File: src/rtl/apb_arb_pkg.sv
// rtl/apb_arb_pkg.sv - shared types and helpers for the APB transfer arbiter
//
// Purpose: FSM state type, slave-select bit position and the address-to-slave
//          decode used by apb_xfer_arbiter.
// Ports:   none (package)
package apb_arb_pkg;

  typedef enum logic [1:0] {
    IDLE   = 2'd0,
    SETUP  = 2'd1,
    ACCESS = 2'd2
  } apb_state_e;

  localparam int AW_DEF      = 9;
  localparam int SLV_SEL_BIT = AW_DEF - 1;
  // Widest address the decode helper accepts; callers zero-extend into it.
  localparam int ADDR_MAX    = 32;

  // 0 selects slave 1, 1 selects slave 2.
  function automatic logic slave_of(input logic [ADDR_MAX-1:0] addr,
                                    input int sel_bit = SLV_SEL_BIT);
    return addr[sel_bit];
  endfunction

endpackage

File: src/rtl/apb_rr_arbiter.sv
// rtl/apb_rr_arbiter.sv - round-robin one-hot arbiter
//
// Purpose: picks one of NREQ requesters, starting the search just after the
//          last winner; the pointer moves only when advance is asserted.
// Ports:
//   pclk     in   clock, rising edge
//   presetn  in   asynchronous reset, active-low (requester 0 wins first)
//   req      in   NREQ request vector
//   advance  in   grant is taken this cycle; remember the winner
//   grant    out  NREQ one-hot grant (combinational, 0 when no request)
module apb_rr_arbiter #(
  parameter int NREQ = 2
) (
  input  logic            pclk,
  input  logic            presetn,
  input  logic [NREQ-1:0] req,
  input  logic            advance,
  output logic [NREQ-1:0] grant
);

  localparam int PW = (NREQ > 1) ? $clog2(NREQ) : 1;

  logic [PW-1:0] last_q, last_d;

  // Search in circular order from last_q+1 so the last winner is checked last.
  always_comb begin
    logic          found;
    logic [PW-1:0] idx;
    grant = '0;
    found = 1'b0;
    idx   = '0;
    for (int k = 1; k <= NREQ; k++) begin
      idx = PW'((int'(last_q) + k) % NREQ);
      if (!found && req[idx]) begin
        grant[idx] = 1'b1;
        found      = 1'b1;
      end
    end
  end

  always_comb begin
    last_d = last_q;
    if (advance) begin
      for (int i = 0; i < NREQ; i++) begin
        if (grant[i]) last_d = PW'(i);
      end
    end
  end

  // Reset to the highest index so requester 0 has top priority first.
  always_ff @(posedge pclk or negedge presetn) begin
    if (!presetn) last_q <= PW'(NREQ - 1);
    else          last_q <= last_d;
  end

endmodule

File: src/rtl/apb_xfer_arbiter.sv
// rtl/apb_xfer_arbiter.sv - shares one APB master port between NREQ requesters
//
// Purpose: round-robin arbitration, APB IDLE->SETUP->ACCESS sequencing, decode
//          to two slaves on paddr[AW-1], response return to the winner.
// Option:  APB_TIMEOUT_EN adds an ACCESS-phase watchdog of TIMEOUT_CYC cycles.
// Ports:
//   pclk, presetn              clock / asynchronous active-low reset
//   req_valid/write/addr/wdata requester side, packed per requester
//   req_grant                  one-hot pulse when a request is captured
//   rsp_valid/rdata/err        one-hot completion pulse, read data, error
//   psel1/psel2/penable/pwrite/paddr/pwdata   APB master outputs
//   prdata1/2, pready1/2, pslverr             APB slave returns
module apb_xfer_arbiter
  import apb_arb_pkg::*;
#(
  parameter int NREQ        = 2,
  parameter int AW          = AW_DEF,
  parameter int DW          = 8,
  parameter int TIMEOUT_CYC = 16
) (
  input  logic               pclk,
  input  logic               presetn,
  input  logic [NREQ-1:0]    req_valid,
  input  logic [NREQ-1:0]    req_write,
  input  logic [NREQ*AW-1:0] req_addr,
  input  logic [NREQ*DW-1:0] req_wdata,
  output logic [NREQ-1:0]    req_grant,
  output logic [NREQ-1:0]    rsp_valid,
  output logic [DW-1:0]      rsp_rdata,
  output logic               rsp_err,
  output logic               psel1,
  output logic               psel2,
  output logic               penable,
  output logic               pwrite,
  output logic [AW-1:0]      paddr,
  output logic [DW-1:0]      pwdata,
  input  logic [DW-1:0]      prdata1,
  input  logic [DW-1:0]      prdata2,
  input  logic               pready1,
  input  logic               pready2,
  input  logic               pslverr
);

  apb_state_e      state_q, state_d;
  logic [AW-1:0]   addr_q, addr_d;
  logic [DW-1:0]   wdata_q, wdata_d;
  logic            write_q, write_d;
  logic [NREQ-1:0] owner_q, owner_d;

  logic [NREQ-1:0] arb_grant;
  logic            slv2;
  logic            sel_ready;
  logic [DW-1:0]   sel_prdata;
  logic            timeout_hit;
  logic            done;
  logic            grant_en;

  assign slv2       = slave_of(ADDR_MAX'(addr_q), AW - 1);
  assign sel_ready  = slv2 ? pready2 : pready1;
  assign sel_prdata = slv2 ? prdata2 : prdata1;

  assign done = (state_q == ACCESS) && (sel_ready || timeout_hit);

  // A new request can be taken from IDLE or in the completing ACCESS cycle
  // (back-to-back). presetn gates the grant so it stays 0 while in reset.
  assign grant_en = ((state_q == IDLE) || done) && (|req_valid) && presetn;

  apb_rr_arbiter #(.NREQ(NREQ)) u_rr (
    .pclk    (pclk),
    .presetn (presetn),
    .req     (req_valid),
    .advance (grant_en),
    .grant   (arb_grant)
  );

`ifdef APB_TIMEOUT_EN
  localparam int CW = $clog2(TIMEOUT_CYC + 1);
  logic [CW-1:0] tmo_cnt_q, tmo_cnt_d;

  // tmo_cnt_q holds the number of ACCESS cycles already spent without pready.
  assign timeout_hit = (state_q == ACCESS) && !sel_ready &&
                       (tmo_cnt_q == CW'(TIMEOUT_CYC - 1));

  always_comb begin
    tmo_cnt_d = tmo_cnt_q;
    if (grant_en)                tmo_cnt_d = '0;
    else if (state_q == ACCESS)  tmo_cnt_d = tmo_cnt_q + CW'(1);
  end

  always_ff @(posedge pclk or negedge presetn) begin
    if (!presetn) tmo_cnt_q <= '0;
    else          tmo_cnt_q <= tmo_cnt_d;
  end
`else
  logic unused_timeout_cfg;
  assign unused_timeout_cfg = ^TIMEOUT_CYC;
  assign timeout_hit        = 1'b0;
`endif

  // State register
  always_ff @(posedge pclk or negedge presetn) begin
    if (!presetn) state_q <= IDLE;
    else          state_q <= state_d;
  end

  // Next state
  always_comb begin
    state_d = state_q;
    case (state_q)
      IDLE:    if (grant_en) state_d = SETUP;
      SETUP:   state_d = ACCESS;
      ACCESS:  if (done) state_d = grant_en ? SETUP : IDLE;
      default: state_d = IDLE;
    endcase
  end

  // Outputs
  always_comb begin
    psel1     = 1'b0;
    psel2     = 1'b0;
    penable   = 1'b0;
    req_grant = '0;
    rsp_valid = '0;
    rsp_rdata = '0;
    rsp_err   = 1'b0;
    if ((state_q == SETUP) || (state_q == ACCESS)) begin
      psel1 = !slv2;
      psel2 = slv2;
    end
    penable = (state_q == ACCESS);
    if (grant_en) req_grant = arb_grant;
    if (done) begin
      rsp_valid = owner_q;
      rsp_err   = timeout_hit || pslverr;
      rsp_rdata = (write_q || timeout_hit) ? '0 : sel_prdata;
    end
  end

  // Request capture; values hold until the next grant.
  always_comb begin
    addr_d  = addr_q;
    wdata_d = wdata_q;
    write_d = write_q;
    owner_d = owner_q;
    if (grant_en) begin
      owner_d = arb_grant;
      for (int i = 0; i < NREQ; i++) begin
        if (arb_grant[i]) begin
          addr_d  = req_addr[i*AW +: AW];
          wdata_d = req_wdata[i*DW +: DW];
          write_d = req_write[i];
        end
      end
    end
  end

  always_ff @(posedge pclk or negedge presetn) begin
    if (!presetn) begin
      addr_q  <= '0;
      wdata_q <= '0;
      write_q <= 1'b0;
      owner_q <= '0;
    end else begin
      addr_q  <= addr_d;
      wdata_q <= wdata_d;
      write_q <= write_d;
      owner_q <= owner_d;
    end
  end

  assign paddr  = addr_q;
  assign pwdata = wdata_q;
  assign pwrite = write_q;

endmodule

File: config.mk
export PLATFORM = sky130hd
export DESIGN_NAME = apb_xfer_arbiter
export DESIGN_NICKNAME = d
export VERILOG_FILES = /design/src/rtl/apb_arb_pkg.sv /design/src/rtl/apb_rr_arbiter.sv /design/src/rtl/apb_xfer_arbiter.sv
export SDC_FILE = /design/constraint.sdc
export NUM_CORES = 1
export LEC_CHECK = 0
export ABC_CLOCK_PERIOD_IN_PS = 1850
export CAP_MARGIN = 5
export CORE_AREA = 2 2 69 71
export CTS_CLUSTER_DIAMETER = 80
export DETAILED_ROUTE_END_ITERATION = 10
export DIE_AREA = 0 0 71 73
export PLACE_DENSITY = 0.73
export SYNTH_ARGS = -nofsm -noshare
export SYNTH_HDL_FRONTEND = slang
export SYNTH_HIERARCHICAL = 1
export SYNTH_SLANG_ARGS = --single-unit
export TNS_END_PERCENT = 50
File: constraint.sdc
create_clock -name pclk -period 1.85 [get_ports pclk]
set_input_delay 0.2775 -clock pclk [delete_from_list [all_inputs] [get_ports pclk]]
set_output_delay 0.2775 -clock pclk [all_outputs]
set_load 0.03 [all_outputs]
==> run metrics, run 1 <==
placed instance count 271; synthesized area 0.00139 mm²; R2R Path Start u_rr/last_q; initial core utilization 30.5%; Congestion Overflow GR 0; fin cells 285; area of the multi-input gates 908 µm²; Critical Path AT 1610 ps; Max Fanout on Critical Path 6; via-per-instance ratio 4.65; Worst Tran Pin Value 345 ps; ratio of cells with drive above 1 in the final layout 43.3%; CTS Hold Bufs 0; post-synthesis cell type count 24; Detailed Routing Iterations Pass 1 4; RSZ-0062 raised after global routing yes; Final Hold Vio Count 0; outcome finished, violations left; top cell type's share of synthesized area 39.7%; Max-slew headroom 76.9%; clk_lat worst skew 260 ps; vias in the first global route 1,355; FF-to-FF path depth 6; ant diodes 0; Mapped Avg Cell Area 12.3 µm²; WL per Instance 14.8 µm; flop-to-flop setup slack -20 ps; met1 Usage GRT 19.2%; total track usage 15.5%; post-DP HPWL 3050 µm; failing checks setup timing; Leak 0.00120 µW; pre-CTS WS -324 ps; commonest cells after routing, fill and taps aside clkdlybuf4s50_1, buf_4, mux2_2, dfrtp_1, mux2_4; Synth area leaders dfrtp_1, mux2_2, mux2i_1; Core Rows 25; GR Util met3 4.70%; Hold Crit Class in2async; area grow syn2layout 95.3%; Clk pin slew, worst setup/hold paths 80 ps; Final Cell Area 0.00271 mm²; commonest non-fill, non-tap cell in the layout clkdlybuf4s50_1; Die X 71 µm; Clock Root Buffer clkbuf_8; CTS tree yes; CP endpoint rsp_rdata[3]; sequential fraction of the synthesis area 41.6%; final design utilization 59.6%; largest net degree at the start of global routing 24; CP startpoint pready1; Tmin final 1880 ps; number of nets in the layout 295; Critical Path Start Type primary input; DIE HEIGHT 73 µm; clock net sink count 23; dominant cell type by area after synthesis dfrtp_1; met2 usage 27.0%; fillers 383; WL final 4210 µm; IO Count 93; Longest Clk Path Bufs 2; reg2reg end paddr[6]; Max rail drop VDD 0.647 mV; CP Data Required Time 1570 ps; setup ws final -34.3 ps; Max-Cap Viols 0; clk_skew 6.99 ps; Placer Congestion 0.764; via count 1,324; Synth warnings 6; placed inst area 0.00248 mm²; storage element area 578 µm²; Mapped Nets 176; first-pass GRT wire length 6360 µm; f_max 0.531 GHz; antenna violations before repair 0; CTS buffer count 3; number of remaining DRC errors 0; Final ANT Viol Nets 0; initial DRC count 25; core region area 0.00454 mm²; Crit Path Class in2out; CTS HTree Levels 1; total power 3810 µW; fin crit share 102%; die area 0.00518 mm²; GRT busiest layer met2; pwr dens 1410 mW/mm²; Setup-failing EPs final 23; Final Max Tran Viols 0; Yosys reg bits 23; CP Capture Type primary output; I/O Buffers 92; Post-Syn Instances 113
sequential cells by signal, indices dropped and copies added, names as in the netlist:
register / count
pwdata: 8
owner_q: 2
state_q: 2
pwrite: 1
u_rr/last_q: 1
paddr: 9
kinds of logic after synthesis:
| group | count (synthesis) | share of synthesized area (%) |
|---|---|---|
| and+or+nand+nor | 18 | 6.23 |
| adders and majority gates | 4 | 3.61 |
| buffers and inverters | 9 | 2.98 |
| AOI/OAI and AO/OA | 9 | 5.96 |
| DFF | 23 | 41.6 |
| muxes | 50 | 39.6 |
layer usage:
| metal | vias to the layer above | wire (µm) |
|---|---|---|
| li1 | 641 | - |
| met1 | 619 | 1780 |
| met2 | 59 | 2050 |
| met3 | 5 | 346 |
| met4 | 0 | 28 |
| met5 | - | 0 |
what timing repair did:
| item | CTS | global route |
|---|---|---|
| cloned | 0 | 0 |
| endpoints found under the setup margin | 30 | 27 |
| resized for setup | 24 | 23 |
| setup buffers | 8 | 2 |
| pin swaps | 4 | 2 |
metrics by stage:
stage	TNS (ps)	hold slack, ps
finish	-293	395
global route	-1240	410
floorplan	-1480	-18.1
global placement	-6290	470
detailed placement	-6930	495
CTS	-323	385
final cells by class:
cell class / count / area share, %
clock buffer: 4 / 1.67
inverter: 5 / 0.786
multi-input combinational: 81 / 33.6
sequential: 23 / 21.4
tap: 54 / 2.50
timing repair buffer: 118 / 40.1
how the worst min path moves through the flow:
| stage | start | endpoint | slack, ps |
|---|---|---|---|
| detailed placement | pwdata[3] | pwdata[3] | 500 |
| floorplan | presetn | owner_q[0] | -20 |
| CTS | req_valid[0] | u_rr/last_q | 380 |
| global route | presetn | owner_q[1] | 410 |
| global placement | pwdata[1] | pwdata[1] | 470 |
| finish | presetn | owner_q[1] | 390 |
synth_stat cells:
cell and instances:
inv_1 5, mux2_2 37, nor2_1 10, mux2_1 1
a21oi_1 1, clkbuf_1 2, ha_1 4, buf_6 1
o21ai_0 1, and3_1 3, a21boi_1 1, nor2b_1 1
and2_1 3, a31oi_1 1, dfrtp_1 22, a211oi_1 1
a21boi_0 1, o32ai_1 1, a22oi_1 1, dfstp_2 1
mux2i_1 12, a2111oi_4 1, nand3_1 1, buf_1 1
worst max-delay path, stage by stage:
cell and delay, ps:
clkdlybuf4s50_1 530, mux2_4 210, nand3_2 150, buf_4 170, nor2_1 100, buf_4 170
power by group:
group	internal [µW]	switching (µW)	leakage [µW]
combinational	1350	1220	0.000908
clock	154	154	0.0000228
sequential	766	162	0.000273
Note: power is estimated with default switching activity, not from simulation.
==> run 2, diff against run 1 <==
--- a/config.mk
+++ b/config.mk
@@ -5,7 +5,6 @@
 export SDC_FILE = /design/constraint.sdc
 export NUM_CORES = 1
 export LEC_CHECK = 0
-export ABC_CLOCK_PERIOD_IN_PS = 1850
 export CAP_MARGIN = 5
 export CORE_AREA = 2 2 69 71
 export CTS_CLUSTER_DIAMETER = 80
==> results of run 2 <==
Final layout, timing and power as in run 1 (identical DEF).
==> run 3, diff against run 2 <==
--- a/config.mk
+++ b/config.mk
@@ -10,6 +10,7 @@
 export CTS_CLUSTER_DIAMETER = 80
 export DETAILED_ROUTE_END_ITERATION = 10
 export DIE_AREA = 0 0 71 73
+export GPL_TIMING_DRIVEN = 0
 export PLACE_DENSITY = 0.73
 export SYNTH_ARGS = -nofsm -noshare
 export SYNTH_HDL_FRONTEND = slang
==> run 3 against run 2 <==
The run still ends with setup timing left. Sequential share of layout area is 0.25 points higher. Die area stayed put. Combinational power is 4% lower. Largest cell class unchanged. Highest routed layer unchanged.
==> run metrics, run 3 (synthesis results as in run 1) <==
Clk pin slew, worst setup/hold paths 90 ps; Die X 71 µm; Tmin final 1910 ps; DIE HEIGHT 73 µm; number of remaining DRC errors 0; Crit Path Class reg2out; clk_lat worst skew 260 ps; CP Data Required Time 1570 ps; met1 Usage GRT 18.9%; P_sw 1510 µW; pre-CTS WS -1950 ps; post-DP HPWL 3000 µm; area grow syn2layout 93.0%; Max Fanout on Critical Path 5; Max rail drop VDD 0.700 mV; IO Count 93; Worst Tran Pin Value 1060 ps; reg2reg end pwdata[3]; Internal 2190 µW; first-pass GRT wire length 6340 µm; Switching Fraction 40.7%; ant diodes 0; FF-to-FF path depth 6; core region area 0.00454 mm²; setup ws final -63.2 ps; vias in the first global route 1,319; Clock Root Buffer clkbuf_8; WL final 4060 µm; pwr dens 1380 mW/mm²; Final Hold Vio Count 0; fin cells 278; CP Capture Type primary output; ratio of cells with drive above 1 in the final layout 40.2%; fillers 389; final design utilization 59.0%; slowest stage delay, CP 480 ps; GRT busiest layer met2; f_max 0.523 GHz; Final Max Tran Viols 0; met2 usage 27.2%; Core Rows 25; CTS buffer count 3; clk_skew 4.96 ps; commonest non-fill, non-tap cell in the layout clkdlybuf4s50_1; Critical Path Start Type flip-flop; via-per-instance ratio 4.71; outcome finished, violations left; Max-Cap Viols 0; initial core utilization 30.5%; crit path cell chain mux2i_4 > a211oi_2 > buf_4 > and2_4 > buf_6; number of nets in the layout 288; max FFs per register 9; Max-slew headroom 28.9%; commonest cells after routing, fill and taps aside clkdlybuf4s50_1, mux2_2, dfrtp_1; GR Util met3 4.83%; Hold Crit Class in2reg; min-delay src presetn; initial DRC count 25; via count 1,309; Longest Clk Path Bufs 2; CTS tree yes; family with the most delay on the worst path flip-flops; Critical path buffers and inverters 2; CTS HTree Levels 1; antenna violations before repair 0; Reg power frac 24.9%; Detailed Routing Iterations Pass 1 3; Setup-failing EPs final 14; Clk network pwr share 8.6%; Comb power frac 66.5%; flop-to-flop setup slack -40 ps; Placer Congestion 0.715; Hold Crit Depth 3; fin crit share 103%; total track usage 15.5%; die area 0.00518 mm²; largest net degree at the start of global routing 23; I/O Buffers 92; Critical Path AT 1640 ps; R2R Path Start u_rr/last_q; WL per Instance 14.6 µm; total power 3700 µW; Leak 0.00116 µW; placed instance count 259; hold worst-path end state_q[0]; RSZ-0062 raised after global routing yes; clock net sink count 23; failing checks setup timing; Final ANT Viol Nets 0; Congestion Overflow GR 0; Crit-path slowest cell dfrtp_2
==> run 3: changes by cell type in the layout (fill, tap and decap cells not counted), moves of 2 or more <==
cell and change:
buf_6 -2, buf_2 +6, mux2_4 -3, buf_4 -19
clkdlybuf4s15_1 +2, mux2_2 +3, clkdlybuf4s15_2 +5, clkbuf_2 -2
dlygate4sd3_1 +2
==> run 3: per-stage QoR <==
step	TNS [ps]	hold WS (ps)	cell area, µm²
after floorplan	-1480	-18.1	1420
after global placement	-45350	483	2400
after detailed placement	-47750	479	2400
after CTS	-531	409	2610
after global routing	-2180	426	2670
final	-235	410	2670
==> run 3: cell type report <==
cell class	count	area, µm²	area share (%)
Buffer	4	37.5	1.40
Clock buffer	4	45.0	1.68
Inverter	5	21.3	0.796
Multi-Input combinational cell	81	913	34.2
Sequential cell	23	578	21.6
Tap cell	54	67.6	2.53
Timing Repair Buffer	107	1010	37.8
==> run 3: tightest hold or removal path: stages <==
cell	delay [ps]
buf_4	120
o21ai_2	120
o32ai_1	110
==> run 3: how the worst max path moves through the flow <==
stage	startpoint	to	slack, ps	cells after the start
detailed placement	presetn	req_grant[0]	-1950	5
floorplan	u_rr/last_q	paddr[0]	-160	6
finish	paddr[8]	req_grant[0]	-60	5
global route	paddr[8]	req_grant[0]	-130	5
CTS	paddr[8]	rsp_rdata[1]	-70	4
global placement	presetn	req_grant[1]	-1920	5
==> run 3: power by group through the flow <==
stage               combinational (µW)  clock (µW)  sequential [µW]
finish                            2460         317              922
global route                      2600         357              958
CTS                               2300         326              928
detailed placement                2110           0              929
global placement                  2090           0              921
floorplan                          894           0             1320
==> run 3: routing by layer <==
layer  share of wire (%)  routed length [µm]
met1                  44                1770
met2                  48                1950
met3                 8.1                 328
met4                0.32                  13
met5                   0                   0
==> run 3: what timing repair did <==
action,in CTS,in global routing
hold buffers,2,0
pin swaps,3,4
endpoints found under the setup margin,39,33
cloned,0,0
hold endpoints to repair,22,0
buffers inserted,10,3
resized for setup,84,25
